### src/rtl/prog_loader_pkg.sv
// prog_loader_pkg: shared types and constants for the program loader.
//   state_e           - loader FSM states
//   INSTR_W/OPERAND_W - opcode/operand widths of one program word
//   WORD_W            - width of a staged word {instr, operand}
//   DEFAULT_MAX_WORDS - default program memory capacity in words
package prog_loader_pkg;

    localparam int unsigned INSTR_W           = 4;
    localparam int unsigned OPERAND_W         = 4;
    localparam int unsigned WORD_W            = INSTR_W + OPERAND_W;
    localparam int unsigned DEFAULT_MAX_WORDS = 16;

    typedef enum logic [2:0] {
        StIdle,
        StClear,
        StLoad,
        StStart,
        StRun
    } state_e;

endpackage

### src/rtl/prog_fifo.sv
// prog_fifo: synchronous FIFO staging program words between the input stream
// and the processor write port.
//   clk, reset_n      - clock, synchronous active-low reset
//   i_flush           - empty the FIFO at the next edge
//   i_push/i_wdata    - write a word (ignored when full)
//   i_pop/o_rdata     - head word; i_pop removes it (ignored when empty)
//   o_full/o_empty    - occupancy flags
//   o_count           - number of stored words
module prog_fifo
    import prog_loader_pkg::*;
#(
    parameter int unsigned DEPTH = 4
) (
    input  logic                     clk,
    input  logic                     reset_n,
    input  logic                     i_flush,
    input  logic                     i_push,
    input  logic [WORD_W-1:0]        i_wdata,
    input  logic                     i_pop,
    output logic [WORD_W-1:0]        o_rdata,
    output logic                     o_full,
    output logic                     o_empty,
    output logic [$clog2(DEPTH):0]   o_count
);

    localparam int unsigned AW = $clog2(DEPTH);

    logic [WORD_W-1:0] r_mem [DEPTH];
    logic [AW-1:0]     r_wptr;
    logic [AW-1:0]     r_rptr;
    logic [AW:0]       r_count;
    logic              w_push;
    logic              w_pop;

    assign o_full  = (r_count == (AW + 1)'(DEPTH));
    assign o_empty = (r_count == '0);
    assign o_count = r_count;
    assign o_rdata = r_mem[r_rptr];

    assign w_push = i_push && !o_full;
    assign w_pop  = i_pop && !o_empty;

    always_ff @(posedge clk) begin
        if (!reset_n || i_flush) begin
            r_wptr  <= '0;
            r_rptr  <= '0;
            r_count <= '0;
        end else begin
            if (w_push) begin
                r_wptr <= r_wptr + AW'(1);
            end
            if (w_pop) begin
                r_rptr <= r_rptr + AW'(1);
            end
            r_count <= r_count + (AW + 1)'(w_push) - (AW + 1)'(w_pop);
        end
    end

    // Storage needs no reset: contents are only observed through the pointers.
    always_ff @(posedge clk) begin
        if (w_push) begin
            r_mem[r_wptr] <= i_wdata;
        end
    end

endmodule

### src/rtl/prog_loader.sv
// prog_loader: streams a program into a processor's program memory through a
// small FIFO, then releases the processor.
//   clk, reset_n                  - clock, synchronous active-low reset
//   start                         - begin (or restart) a load session
//   hold                          - stall processor writes during LOAD
//   in_valid/in_ready             - input word handshake
//   in_instr/in_operand/in_last   - offered word and end-of-program marker
//   mem_write/instr/portin        - registered program-memory write port
//   PC_reset                      - processor PC reset (CLEAR and START)
//   busy/running                  - session in progress / program released
//   word_count                    - words written this session (saturating)
//   error                         - sticky overflow flag
module prog_loader
    import prog_loader_pkg::*;
#(
    parameter int unsigned FIFO_DEPTH = 4,
    parameter int unsigned MAX_WORDS  = DEFAULT_MAX_WORDS
) (
    input  logic                 clk,
    input  logic                 reset_n,
    input  logic                 start,
    input  logic                 hold,
    input  logic                 in_valid,
    output logic                 in_ready,
    input  logic [INSTR_W-1:0]   in_instr,
    input  logic [OPERAND_W-1:0] in_operand,
    input  logic                 in_last,
    output logic                 mem_write,
    output logic [INSTR_W-1:0]   instr,
    output logic [OPERAND_W-1:0] portin,
    output logic                 PC_reset,
    output logic                 busy,
    output logic                 running,
    output logic [4:0]           word_count,
    output logic                 error
);

    localparam int unsigned FCW = $clog2(FIFO_DEPTH) + 1;

    state_e                r_state;
    state_e                w_state_d;
    logic                  r_mem_write;
    logic [INSTR_W-1:0]    r_instr;
    logic [OPERAND_W-1:0]  r_portin;
    logic [4:0]            r_word_count;
    logic                  r_error;
    logic                  r_last_accepted;
    logic                  r_done;

    logic                  w_full;
    logic                  w_empty;
    logic [FCW-1:0]        w_count;
    logic [WORD_W-1:0]     w_head;
    logic                  w_in_ready;
    logic                  w_push;
    logic                  w_pop;
    logic                  w_pop_last;
    logic                  w_at_max;
    logic                  w_overflow;
    logic                  w_flush;
    logic                  w_enter_clear;

    assign w_in_ready = (r_state == StLoad) && !w_full && !r_last_accepted;
    assign w_push     = in_valid && w_in_ready;
    assign w_at_max   = (r_word_count == 5'(MAX_WORDS));
    assign w_pop      = (r_state == StLoad) && !w_empty && !hold && !w_at_max && !r_done;
    // Once in_last is in the FIFO nothing else enters, so the final word is
    // the one popped when a single entry remains.
    assign w_pop_last = w_pop && r_last_accepted && (w_count == FCW'(1));
    assign w_overflow = (r_state == StLoad) && w_at_max && !r_done;
    assign w_flush    = (r_state == StClear) || w_overflow;
    assign w_enter_clear = (w_state_d == StClear);

    prog_fifo #(
        .DEPTH (FIFO_DEPTH)
    ) u_fifo (
        .clk     (clk),
        .reset_n (reset_n),
        .i_flush (w_flush),
        .i_push  (w_push),
        .i_wdata ({in_instr, in_operand}),
        .i_pop   (w_pop),
        .o_rdata (w_head),
        .o_full  (w_full),
        .o_empty (w_empty),
        .o_count (w_count)
    );

    always_comb begin
        w_state_d = r_state;
        unique case (r_state)
            StIdle:  if (start) w_state_d = StClear;
            StClear: w_state_d = StLoad;
            StLoad: begin
                // r_done is set on the final pop, so START follows the last write.
                if (r_done) begin
                    w_state_d = StStart;
                end else if (w_overflow) begin
                    w_state_d = StIdle;
                end
            end
            StStart: w_state_d = StRun;
            StRun:   if (start) w_state_d = StClear;
            default: w_state_d = StIdle;
        endcase
    end

    always_ff @(posedge clk) begin
        if (!reset_n) begin
            r_state         <= StIdle;
            r_mem_write     <= 1'b0;
            r_instr         <= '0;
            r_portin        <= '0;
            r_word_count    <= '0;
            r_error         <= 1'b0;
            r_last_accepted <= 1'b0;
            r_done          <= 1'b0;
        end else begin
            r_state     <= w_state_d;
            r_mem_write <= w_pop;
            if (w_pop) begin
                r_instr  <= w_head[WORD_W-1:OPERAND_W];
                r_portin <= w_head[OPERAND_W-1:0];
            end
            if (w_enter_clear) begin
                r_word_count    <= '0;
                r_error         <= 1'b0;
                r_last_accepted <= 1'b0;
                r_done          <= 1'b0;
            end else begin
                if (w_pop) begin
                    r_word_count <= r_word_count + 5'd1;
                end
                if (w_overflow) begin
                    r_error <= 1'b1;
                end
                if (w_push && in_last) begin
                    r_last_accepted <= 1'b1;
                end
                if (w_pop_last) begin
                    r_done <= 1'b1;
                end
            end
        end
    end

    assign in_ready   = w_in_ready;
    assign mem_write  = r_mem_write;
    assign instr      = r_instr;
    assign portin     = r_portin;
    assign word_count = r_word_count;
    assign error      = r_error;
    assign PC_reset   = (r_state == StClear) || (r_state == StStart);
    assign busy       = (r_state == StClear) || (r_state == StLoad) || (r_state == StStart);
    assign running    = (r_state == StRun);

endmodule

### config.mk
export PLATFORM = sky130hd
export DESIGN_NAME = prog_loader
export DESIGN_NICKNAME = d
export VERILOG_FILES = /design/src/rtl/prog_loader_pkg.sv /design/src/rtl/prog_fifo.sv /design/src/rtl/prog_loader.sv
export SDC_FILE = /design/constraint.sdc
export NUM_CORES = 1
export LEC_CHECK = 0
export CAP_MARGIN = 0
export CORE_ASPECT_RATIO = 1.75
export CORE_UTILIZATION = 55
export DETAILED_ROUTE_END_ITERATION = 6
export GPL_TIMING_DRIVEN = 0
export PLACE_DENSITY_LB_ADDON = 0.3
export RECOVER_POWER = 25
export SLEW_MARGIN = 20
export SYNTH_ARGS = -nofsm -noshare
export SYNTH_HDL_FRONTEND = slang
export SYNTH_HIERARCHICAL = 1
export SYNTH_SLANG_ARGS = --single-unit
export TNS_END_PERCENT = 20
### constraint.sdc
create_clock -name clk -period 4.05 [get_ports clk]
set_input_delay 0.81 -clock clk [delete_from_list [all_inputs] [get_ports clk]]
set_output_delay 0.81 -clock clk [all_outputs]
set_load 0.03 [all_outputs]
Yosys cells after proc, flatten, opt, wreduce, memory -nomap -nowiden --
Memories as Yosys holds them, arrays and structs flattened. A register that Yosys moved wholly into a read port is not among the register bits. Index checks and enable logic that the tools add are counted. Widths: inputs -> output; s select.
Storage, ports and cells: memories kept 1, bits in registers 19, RAM bits 32, output and inout bits 19
Memory list:
- u_fifo.r_mem | words 4, width 8, read ports 1, clocked after memory_dff 1, wr ports 1, line prog_fifo.sv:28 | logic [WORD_W-1:0] r_mem [DEPTH];
Operators by class: add/sub/neg operators 5, bitwise gates (word level) 1, equality and inequality tests 8, mux-type cells 6, reductions and logical operators 31
Operators with widths (number):
- $logic_and 1x1->1 | 14
- $pmux 3 s4 | 1
- $eq 3x1->1 const B | 3
- $mux 3 | 3
- $logic_not 1->1 | 8
- $eq 3x2->1 const B | 2
- $eq 3x3->1 const B | 2
- $logic_not 3->1 | 2
- $add 5x1->5 const B | 1
- $eq 5x5->1 const B | 1
- $logic_or 1x1->1 | 5
- $add 2x1->2 const B | 2
- $reduce_or 2->1 | 2
- $add 3x1->3 | 1
- $sub 3x1->3 | 1
- $mux 1 | 2
- $not 1->1 | 1

Depth between registers and ports, before layout --
Gate-level depths: netlist of run 1.
word-level depth 8, mapped depth 14, depth with buffers taken out 12

Cells and area by module --
The synthesis of run 1 kept the hierarchy.
By module, submodules not included:
- prog_fifo | cells an instance 94, times used 1, area each 1642.8 um2
- prog_loader | cells an instance 111, times used 1, area each 979.7 um2

Worst setup path after synthesis of run 1 --
Ideal clock, no wire load.
path type register to register, start point reg u_fifo.r_count[1], in the netlist u_fifo/o_count[1], end point reg u_fifo.r_count[1], in the netlist u_fifo/o_count[1], slack 1.058 ns, clock period less this slack 2.992 ns, path buffers 1, required time 3.935 ns, setup time 0.115 ns, arrival time 2.877 ns, stages on the path, launching flop included 10, cell sequence dfxtp_1 or3b_1 clkbuf_2 inv_1 nor4_1 and2_1 and2_4 ha_1 fa_1 and2_1
On the way: longest elaborated chain between the ends 8, elaborated cells between the ends (all ways) 15, those cells by class add/sub: 2; eq/ne: 1; reduce/logical: 12
Ends and longest elaborated chain:
- start, declared | line prog_fifo.sv:31 | logic [AW:0] r_count;
- start signal, assigned | line prog_fifo.sv:55 | r_count <= r_count + (AW + 1)'(w_push) - (AW + 1)'(w_pop);
- $eq 3x3->1 | line prog_fifo.sv:35 | assign o_full = (r_count == (AW + 1)'(DEPTH));
- named net w_full | line prog_loader.sv:50 | logic w_full;
- $logic_not 1->1 | line prog_loader.sv:63 | assign w_in_ready = (r_state == StLoad) && !w_full && !r_last_accepted;
- $logic_and 1x1->1 (2 in a row) | line prog_loader.sv:63
- named net in_ready | line prog_loader.sv:24 | output logic in_ready,
- $logic_and 1x1->1 | line prog_loader.sv:64 | assign w_push = in_valid && w_in_ready;
- named net w_push | line prog_loader.sv:55 | logic w_push;
- $logic_and 1x1->1 | line prog_fifo.sv:40 | assign w_push = i_push && !o_full;
- named net u_fifo.w_push | line prog_fifo.sv:32 | logic w_push;
- $add 3x1->3 | line prog_fifo.sv:55
- $sub 3x1->3 | line prog_fifo.sv:55
The timed path passes the listed nets, and every way through them passes these cells. A chain may end at the register's enable or synchronous reset.

Worst setup path in the final report of run 1 --
start point reg u_fifo.r_count[1], in the netlist u_fifo/o_count[1], end point reg u_fifo.r_count[2], in the netlist u_fifo/o_count[2]
On the way: longest elaborated chain between the ends 8, elaborated cells between the ends (all ways) 15, those cells by class add/sub: 2; eq/ne: 1; reduce/logical: 12
Ends and longest elaborated chain:
- $logic_not 3->1 | line prog_fifo.sv:36 | assign o_empty = (r_count == '0);
- named net w_empty | line prog_loader.sv:51 | logic w_empty;
- $logic_not 1->1 | line prog_loader.sv:66 | assign w_pop = (r_state == StLoad) && !w_empty && !hold && !w_at_max && !r_done;
- $logic_and 1x1->1 (4 in a row) | line prog_loader.sv:66
- named net w_pop | line prog_loader.sv:56 | logic w_pop;
- $logic_and 1x1->1 | line prog_fifo.sv:41 | assign w_pop = i_pop && !o_empty;
- named net u_fifo.w_pop | line prog_fifo.sv:33 | logic w_pop;
- $sub 3x1->3 | line prog_fifo.sv:55
The timed path passes the listed nets, and every way through them passes these cells.

==> out/results.tsv, run 1 <==
stage	metric	value	unit
synth	synthDistinctLibCells	50	
route	via_count	1733	
outcome	status	finished clean	
power_and_ir_drop	p_leak	0.00113	uW
clock_network	cts.clk_slew.worst_paths	0.08	ns
layout	stdcell_count	304	
layout	antenna_cells	0	
route	drt-initial-drc-count	75	
global_routing	grt_pass1_vias	1643	
power_and_ir_drop	pwr-share-seq	49.2	%
setup_path	crit_chain	nor3_1 -> nor2_1 -> and3_1 -> clkbuf_1 -> buf_4 -> nor2b_1 -> ha_1 -> inv_1 -> ha_1 -> fa_1 -> xnor2_1 -> xnor2_1 -> nor2_1	
die	io_pins	33	
route	drt-total-wl	4740	um
clock_network	cts_sinks	61	
die	std_cell_rows	32	
timing	hold_violations	0	
clock_network	cts_max_level	3	
placement	dpl.cell_count	288	
timing	fin_hold_ws	0.457	ns
flow_run	drv_cap	0	
timing	max-slew-margin-rel	52.6	%
synth	synth_area	0.00262	sq mm
timing	fin_skew	0.0114	ns
synth	yosysWarnings	6	
global_routing	grt_overflow	0	
setup_path	crit_slowest_cell	nor3_1	
route	drtPass1Iterations	4	
timing	max_freq	304	MHz
die	initial_core_util	58.5	%
synth	syn_inst	205	
timing	setup_ws	0.759	ns
setup_path	path_class	reg -> reg	
timing	setup_viol	0	
synth	synth_ff_type	edfxtp_1	
setup_path	cp-start-kind	flop	
placement	portBuffers	32	
placement	gp_congestion	0.745	
setup_path	crit_buf_inv	3	
die	core	0.00448	sq mm
synth	yosysSeqAreaShare	58.8	%
setup_path	crit_family	simple AND/OR/NAND/NOR gates	
power_and_ir_drop	p_int	1040	uW
route	drc	0	
setup_path	cp_data_required_time	4.28	ns
power_and_ir_drop	p_per_area	415	mW/mm^2
clock_network	cts.path.max_buffers	2	
route	ant_nets	0	
route	vias_per_cell	5.70	
global_routing	grt_max_degree	14	
clock_network	post_cts_buffers	0	
clock_network	cts_hold_buf	0	
power_and_ir_drop	clkPwrFrac	45.8	%
synth	synth.avg_cell_area	12.8	sq um
power_and_ir_drop	p_comb_share	5.0	%
timing	maxSlewViolCount	0	
clock_network	cts_resized	0	
setup_path	path_max_fanout	12	
die	die_width	54.2	um
clock_network	root_buffer	clkbuf_8	
placement	pre_cts_ws	0.502	ns
timing	final.setup.tns	0	ns
clock_network	cts_tree	yes	
global_routing	antenna_found_initial	0	
die	die_h	93.3	um
setup_path	crit_path_end_kind	flop	
synth	synthesis.nets	228	
power_and_ir_drop	swShare	22.4	%
layout	syn2layout_area_growth	23.3	%
timing	tightest_slew	0.705	ns
min_path	min_path_type	reg -> reg	
route	avgRoutedWirePerCell	15.6	um
power_and_ir_drop	switchingPower	301	uW
timing	period_share	81.3	%
placement	dp_hpwl	3350	um
clock_network	cts_buffers	9	
setup_path	max_stage_delay	0.62	ns
timing	finalCriticalPeriod	3.29	ns
synth	synth_edf_count	32	
global_routing	grt_pass1_wl	7730	um
clock_network	insertion_delay	0.34	ns
synth	synthArstFlopShare	0	%
layout	drive_gt1_share	15.8	%
power_and_ir_drop	ir_drop	441	uV
global_routing	track_usage	22.4	%
layout	final_nets	271	
die	die_area	0.00506	sq mm
synth	synth_seq_cells	61	
setup_path	cp.arrival	3.52	ns
timing	rsz0062_at_grt	no	
[cell usage after synthesis, types with 2 or more instances]
cell type	instances	share of area [%]
a21oi_1	6	1.1
and2_1	5	1.2
and3_2	4	1.1
clkbuf_1	5	0.72
dfxtp_1	29	22
edfxtp_1	32	37
ha_1	8	3.8
inv_1	12	1.7
mux2i_1	11	4.2
mux4_2	8	6.9
nand2_1	20	2.9
nand2b_1	3	0.72
nand3_1	8	1.5
nand4_1	2	0.48
nor2_1	7	1.0
nor2b_1	5	1.2
nor3_1	2	0.38
o21ai_0	4	0.76
or3b_1	2	0.67
xnor2_1	2	0.67
[cells by family after synthesis]
group | count (synthesis) | share of synthesized area (%)
simple gates | 73 | 16.3
flops | 61 | 58.8
buf+inv | 22 | 3.67
compound gates | 19 | 4.96
mux | 19 | 11.1
fa+ha+maj | 9 | 4.58
xor+xnor | 2 | 0.668
[final timing paths]
kind | from | to | slack [ns] | depth (start not counted)
setup / recovery | u_fifo/o_count[1] | u_fifo/o_count[2] | 0.76 | 13
setup reg to reg | u_fifo/o_count[1] | u_fifo/o_count[2] | 0.76 | 13
hold / removal | portin[3] | portin[3] | 0.46 | 2
hold reg to reg | portin[3] | portin[3] | 0.46 | 2
[routing by layer]
layer / wire length (um) / vias to the layer above / global-route usage [%] / part of all wire [%]
li1: - / 830 / - / -
met5: 0 / - / 0 / 0
met2: 2620 / 51 / 38.5 / 55
met4: 74 / 0 / 8.97 / 1.6
met1: 1850 / 844 / 23.9 / 39
met3: 190 / 8 / 7.32 / 4.0
[power groups by stage]
stage	Clock, uW	Combinational (uW)	Sequential (uW)
2_1_floorplan	0	37.3	672
3_3_place_gp	0	67.5	673
3_5_place_dp	0	68.1	674
4_1_cts	624	68.7	659
5_1_grt	654	73.1	660
6_report	615	66.7	660
[placed cells by master, fill, tap and decap left out, drive strengths merged, types with 5 or more instances in the layout]
master	netlist	routed
dlygate4sd3	0	8
clkdlybuf4s50	0	24
nor2b	5	5
inv	12	16
nand2	20	20
nand3	8	8
mux2i	11	11
ha	8	8
clkbuf	6	15
nor2	7	7
and3	5	5
dfxtp	29	29
a21oi	6	6
and2	6	6
mux4	8	8
edfxtp	32	32
[worst reg2reg max path, stage by stage (launching register included)]
cell      delay, ns
dfxtp_1        0.37
nor3_1         0.62
nor2_1         0.16
and3_1         0.20
clkbuf_1       0.14
buf_4          0.21
nor2b_1        0.18
ha_1           0.34
inv_1          0.04
ha_1           0.18
fa_1           0.38
xnor2_1        0.18
xnor2_1        0.13
nor2_1         0.05
[stage by stage]
step	instance area, sq um	util (%)	total power (uW)
final	3230	72.1	1340
after global routing	3230	72.1	1390
after CTS	3230	72.1	1350
after detailed placement	3010	67.0	742
after global placement	3010	67.0	741
after floorplan	2620	-	710
[sequential cells by signal (all words and copies together) (netlist names), named ones only]
name             count
u_fifo/r_mem        32
word_count           5
instr                4
portin               4
r_state              3
u_fifo/o_count       3
u_fifo/r_rptr        2
u_fifo/r_wptr        2
error                1
mem_write            1
r_done               1
r_last_accepted      1
[cell type report]
| type | count | area (sq um) |
|---|---|---|
| flip-flops and latches | 61 | 1540 |
| fillers | 316 | 1250 |
| multi-input cells | 122 | 985 |
| repair buffers | 32 | 320 |
| clock buffers | 9 | 124 |
| clock inverters | 7 | 104 |
| well taps | 51 | 63.8 |
| plain buffers | 10 | 51.3 |
| inverters | 12 | 45.0 |
(Power assumes the default switching activity.)
==> inputs of run 2 (changes only) <==
Settings changed: CORE_UTILIZATION 55 to 49.
Clock period 4.05 ns to 3 ns, I/O delays scaled along.
==> run 2 against run 1 <==
Net effect:
- the flow now finishes with violations (design-rule violations)
- sequential power up 35%
- clock skew up 0.00059 ns
- non-clock buffer count up 2
- power up 33%
- combinational power up 40%
- flip-flop and latch count unchanged
- cell area up 1.8%
- utilization down 7.1 points
- clock-buffer cell count unchanged
- worst hold slack better by 0.014 ns
- final cell count up 1.6%
- highest routed layer unchanged
==> out/results.tsv, run 2 (synthesized netlist as in run 1, its figures left out) <==
stage	metric	value	unit	change
outcome	status	finished with violations		
outcome	violations	design-rule violations		
clock_network	cts_hold_buf	0		unchanged
power_and_ir_drop	p_per_area	542	mW/mm^2	+31%
power_and_ir_drop	ir_drop	410	uV	-7.2%
route	vias_per_cell	5.50		-3.5%
power_and_ir_drop	p_leak	0.00114	uW	+0.75%
timing	hold_violations	0		unchanged
layout	drive_gt1_share	18.4	%	+2.6 points
timing	max_freq	351	MHz	
die	io_pins	33		unchanged
die	die_width	57.3	um	+5.7%
global_routing	antenna_found_initial	0		unchanged
min_path	hp-start	instr[0]		
setup_path	reg2reg_slack	0.19	ns	-0.57 ns
timing	tightest_slew	0.495	ns	-0.211 ns
layout	fin_util	65.0	%	-7.1 points
flow_run	drv_cap	0		unchanged
timing	max-slew-margin-rel	67.0	%	+14 points
setup_path	crit_slowest_cell	clkdlybuf4s50_1		
route	ant_nets	0		unchanged
setup_path	path_max_fanout	9		-3
min_path	hold_depth	2		unchanged
setup_path	rr_startpoint	word_count[0]		
global_routing	grt_pass1_wl	8100	um	+4.8%
setup_path	cp.arrival	2.25	ns	-1.27 ns
die	die_area	0.00566	sq mm	+12%
clock_network	insertion_delay	0.34	ns	about the same
clock_network	cts_tree	yes		
setup_path	cp-start-kind	flop		
setup_path	crit_chain	or3b_1 -> clkbuf_2 -> inv_1 -> nor4_1 -> clkdlybuf4s50_1		
layout	final_common_cell	edfxtp_1		
global_routing	grt_overflow	0		unchanged
clock_network	cts_sinks	61		unchanged
route	drc	5		+5
placement	portBuffers	32		unchanged
route	via_count	1699		-2.0%
layout	fillerInstances	381		+21%
setup_path	max_stage_delay	0.73	ns	+0.11 ns
power_and_ir_drop	total_power	1780	uW	+33%
timing	finalCriticalPeriod	2.85	ns	
timing	setup_viol	0		unchanged
min_path	min_path_type	reg -> reg		
setup_path	r2r_end	u_fifo/o_count[2]		
die	core	0.00506	sq mm	+13%
clock_network	root_buffer	clkbuf_8		
route	avgRoutedWirePerCell	15.5	um	-0.48%
setup_path	cp_data_required_time	2.40	ns	-1.88 ns
clock_network	cts_buffers	9		unchanged
placement	placedInstanceArea	0.00301	sq mm	+0.13%
timing	maxSlewViolCount	0		unchanged
placement	gp_congestion	0.899		+21%
timing	period_share	95.1	%	
die	die_h	98.8	um	+5.8%
clock_network	cts_max_level	3		unchanged
layout	antenna_cells	0		unchanged
setup_path	crit_path_end_kind	output port		
die	initial_core_util	51.8	%	-6.7 points
route	drt-initial-drc-count	108		+44%
global_routing	grt_max_degree	13		-1
clock_network	cts.path.max_buffers	2		unchanged
min_path	min_to	instr[0]		
layout	final_nets	273		+0.74%
die	std_cell_rows	34		+6.3%
layout	syn2layout_area_growth	25.5	%	
placement	dp_hpwl	3400	um	+1.4%
route	drt-total-wl	4790	um	+1.2%
setup_path	path_class	reg -> out		
layout	final_cell_area	0.00329	sq mm	+1.8%
layout	most-common-layout-cells	32 x edfxtp_1, 27 x dfxtp_1, 24 x clkdlybuf4s50_1		
layout	regMostFlops	u_fifo/r_mem		
clock_network	cts.clk_slew.worst_paths	0.07	ns	about the same
global_routing	grt_pass1_vias	1712		+4.2%
global_routing	track_usage	19.7	%	-2.6 points
route	drtPass1Iterations	7		+3
timing	fin_skew	0.0120	ns	+0.000588 ns
setup_path	rr_worst_depth	14		+1
layout	largest_reg_flops	32		unchanged
timing	final.setup.tns	0	ns	unchanged
-- run 2: changes by cell type in the layout (fill, tap and decap cells not counted), sizes merged --
cell,delta
buf,+2
clkinv,+1
clkinvlp,+2
inv,-3
-- run 2: timing repair --
item,in CTS,in global routing
buffers inserted,0,2
pin swaps,0,1
resized for setup,3,5
setup endpoints to repair,2,2
hold endpoints to repair,0,0
-- run 2: report_power, final --
group          internal, uW  total [uW]  leakage (uW)  switching, uW
sequential              884         892      0.000523           7.52
clock                   469         798      0.000106            329
combinational          43.1        93.6      0.000512           50.5
-- run 2: worst max-delay path by stage --
stage | from | cells after the start | to | slack, ns
3_3_place_gp | hold | 13 | u_fifo/o_count[2] | -0.27
6_report | u_fifo/o_count[1] | 5 | in_ready | 0.15
2_1_floorplan | u_fifo/o_count[1] | 9 | u_fifo/o_count[1] | 0.008
5_1_grt | hold | 13 | u_fifo/o_count[2] | -0.04
4_1_cts | word_count[0] | 14 | u_fifo/o_count[2] | 0.03
3_5_place_dp | hold | 13 | u_fifo/o_count[2] | -0.27
-- run 2: routing by layer --
layer | up-vias | global-route usage (%) | routed length (um)
met4 | 0 | 13.7 | 151
met5 | - | 0 | 0
met1 | 821 | 21.9 | 1980
li1 | 834 | - | -
met2 | 35 | 32.6 | 2530
met3 | 9 | 4.72 | 132
-- run 2: final cells by class --
class | count | area, sq um | area share, %
clock buffer | 9 | 124 | 3.76
buffer | 10 | 55.1 | 1.67
timing repair buffer | 34 | 335 | 10.2
inverter | 12 | 45.0 | 1.37
clock inverter | 7 | 97.6 | 2.96
tap | 54 | 67.6 | 2.05
multi-input combinational | 122 | 1020 | 31.1
sequential | 61 | 1540 | 46.9
-- run 2: critical path: cells and delay by family, from the launching register on --
| kind | cells | cell delay, ns |
|---|---|---|
| buf+inv | 3 | 1.00 |
| flops | 1 | 0.45 |
| simple gates | 2 | 0.45 |
-- run 2: metrics by stage --
stage | worst slack (ns) | hold WS [ns] | instances
final | 0.148 | 0.471 | 309
after global placement | -0.268 | 0.444 | 291
after detailed placement | -0.267 | 0.455 | 291
after floorplan | 0.00834 | 0.454 | 205
after global routing | -0.0395 | 0.496 | 309
after CTS | 0.0255 | 0.474 | 307
==> inputs of run 3 (changes only) <==
Settings changed: PLACE_DENSITY_LB_ADDON 0.3 to 0.08, TNS_END_PERCENT 20 to 50.
==> run 3 against run 2 <==
Net effect:
- the run still ends with design-rule violations left
- worst hold slack lost 0.0086 ns
- die area unchanged
- final cell count decreased by 0.97%
- non-clock buffer count fell by 3
- clock skew is 0.0057 ns lower
- clock-buffer cell count unchanged
- combinational power shrank 2.2%
- clock power fell by 3.6%
- first-iteration DRC count decreased by 7.4%
- sequential power hardly changed
- cell area decreased by 0.84%
- sequential share of layout area up 0.36 points
- critical path type unchanged
- critical endpoint unchanged
==> out/results.tsv, run 3 (synthesized netlist as in run 1, its figures left out) <==
stage	metric	value	unit	change
setup_path	cp.arrival	2.21	ns	-0.04 ns
die	core	0.00506	sq mm	unchanged
clock_network	cts.clk_slew.worst_paths	0.07	ns	about the same
layout	multi_input_area	0.00102	sq mm	unchanged
power_and_ir_drop	p_int	1390	uW	-0.57%
timing	setup_ws	0.193	ns	+0.0445 ns
timing	rsz0062_at_grt	no		
global_routing	grt_max_degree	13		unchanged
clock_network	cts_tree	yes		
setup_path	rr_startpoint	u_fifo/o_count[2]		
setup_path	crit_path_end_kind	output port		
clock_network	cts_sinks	61		unchanged
route	ant_nets	0		unchanged
route	wl_met3	171	um	+30%
layout	antenna_cells	0		unchanged
min_path	min_path_type	reg -> reg		
clock_network	cts_max_level	3		unchanged
route	top_layer	met4		
die	die_width	57.3	um	unchanged
layout	final_nets	270		-1.1%
power_and_ir_drop	swShare	20.7	%	-0.95 points
global_routing	grt_overflow	0		unchanged
setup_path	crit_chain	or3b_1 -> clkbuf_2 -> inv_1 -> nor4_1 -> clkdlybuf4s50_1		
flow_run	drv_cap	0		unchanged
route	vias_per_cell	5.50		about the same
power_and_ir_drop	p_comb_share	5.2	%	about the same
global_routing	antenna_found_initial	0		unchanged
setup_path	startpoint	u_fifo/o_count[1]		
placement	pre_cts_ws	-0.286	ns	-0.0194 ns
route	drtPass1Iterations	7		unchanged
power_and_ir_drop	p_per_area	537	mW/mm^2	-0.93%
timing	period_share	93.6	%	-1.5 points
setup_path	cp_data_required_time	2.40	ns	about the same
outcome	status	finished with violations		
die	initial_core_util	51.8	%	unchanged
power_and_ir_drop	switchingPower	363	uW	-6.0%
timing	maxSlewViolCount	0		unchanged
placement	placedInstanceArea	0.00301	sq mm	unchanged
route	wl_met2	2480	um	-1.8%
layout	drive_gt1_share	17.1	%	-1.4 points
placement	gp_congestion	0.811		-9.8%
clock_network	post_cts_buffers	0		unchanged
die	die_h	98.8	um	unchanged
layout	regMostFlops	u_fifo/r_mem		
setup_path	crit_slowest_cell	clkdlybuf4s50_1		
clock_network	cts_buffers	9		unchanged
layout	syn2layout_area_growth	24.5	%	
placement	dp_hpwl	3430	um	+1.2%
die	io_pins	33		unchanged
setup_path	cp-start-kind	flop		
placement	portBuffers	32		unchanged
timing	max_freq	356	MHz	+1.6%
power_and_ir_drop	p_leak	0.00113	uW	-0.81%
global_routing	grt_pass1_vias	1700		-0.70%
clock_network	root_buffer	clkbuf_8		
layout	largest_reg_flops	32		unchanged
timing	fin_hold_ws	0.463	ns	-0.00858 ns
route	avgRoutedWirePerCell	15.4	um	-0.58%
outcome	violations	design-rule violations		
route	drt-total-wl	4720	um	-1.5%
layout	final_common_cell	edfxtp_1		
layout	seq_area	0.00154	sq mm	about the same
min_path	hp-start	portin[1]		
timing	hold_violations	0		unchanged
timing	max-slew-margin-rel	63.8	%	-3.3 points
timing	fin_skew	0.00634	ns	-0.00569 ns
power_and_ir_drop	clkPwrFrac	43.9	%	-0.9 points
clock_network	cts_hold_buf	0		unchanged
setup_path	path_class	reg -> out		
route	drc	6		+1
timing	final.setup.tns	0	ns	unchanged
die	die_area	0.00566	sq mm	unchanged
route	wl_met1	1880	um	-4.7%
power_and_ir_drop	pwr-share-seq	50.9	%	+0.9 points
route	drt-initial-drc-count	100		-7.4%
clock_network	cts.path.max_buffers	2		unchanged
global_routing	grt_pass1_wl	8060	um	-0.51%
power_and_ir_drop	ir_drop	361	uV	-12%
layout	fillerInstances	409		+7.3%
clock_network	insertion_delay	0.33	ns	about the same
layout	final_cell_area	0.00326	sq mm	-0.84%
timing	tightest_slew	0.536	ns	+0.0416 ns
timing	finalCriticalPeriod	2.81	ns	-0.0445 ns
setup_path	crit_buf_inv	3		unchanged
global_routing	track_usage	19.4	%	-0.32 points
route	via_count	1684		-0.88%
die	std_cell_rows	34		unchanged
setup_path	crit_family	buffers and inverters		
timing	setup_viol	0		unchanged
setup_path	max_stage_delay	0.73	ns	about the same
setup_path	path_max_fanout	9		unchanged
layout	most-common-layout-cells	32 x edfxtp_1, 28 x dfxtp_1, 24 x clkdlybuf4s50_1		
[run 3: changes by cell type in the layout (fill, tap and decap cells not counted), sizes merged]
cell      change
clkinv        +2
clkinvlp      -1
inv           -1
clkbuf        -1
buf           -2
[run 3: path summary, 6_finish.rpt]
path / to / slack (ns) / cells past startpoint
setup reg to reg: u_fifo/o_count[2] / 0.23 / 12
setup / recovery: in_ready / 0.19 / 5
hold / removal: portin[1] / 0.46 / 2
hold reg to reg: portin[1] / 0.46 / 2
[run 3: layout make-up]
class / instances / share of cell area [%]
plain buffers: 9 / 1.57
clock buffers: 9 / 3.79
clock inverters: 7 / 2.76
inverters: 12 / 1.38
multi-input cells: 122 / 31.4
flip-flops and latches: 61 / 47.3
well taps: 54 / 2.07
repair buffers: 32 / 9.81
[run 3: layer usage]
layer  vias up  global-route usage [%]
met5         -                       0
met4         0                    13.5
met3        13                    3.41
met2        42                    32.6
met1       802                    21.9
li1        827                       -
[run 3: timing repair]
action | 4_1_cts | 5_1_grt
resized for setup | 2 | 5
pin swaps | 0 | 1
hold endpoints to repair | 0 | 0
setup endpoints to repair | 2 | 2
[run 3: power groups by stage]
stage                     Sequential [uW]  Clock, uW  Combinational, uW
after global placement                909          0               91.7
after CTS                             890        794               93.4
after global routing                  892        825                101
final                                 891        769               91.5
after detailed placement              909          0               92.5
after floorplan                       908          0               50.3
[run 3: worst register-to-register path: cells and delay by family (launching register included)]
kind                       cells  cell delay, ns
buffers and inverters          2            0.22
adders and majority gates      3            0.84
xor gates and xnor gates       2            0.30
and+or+nand+nor                5            0.93
DFF                            1            0.36
[run 3: per-stage QoR]
stage          std cells  utilization [%]  power (uW)
2_1_floorplan        205                -         958
3_5_place_dp         291             59.5        1000
3_3_place_gp         291             59.5        1000
5_1_grt              306             64.5        1820
4_1_cts              307             63.9        1780
6_report             306             64.5        1750
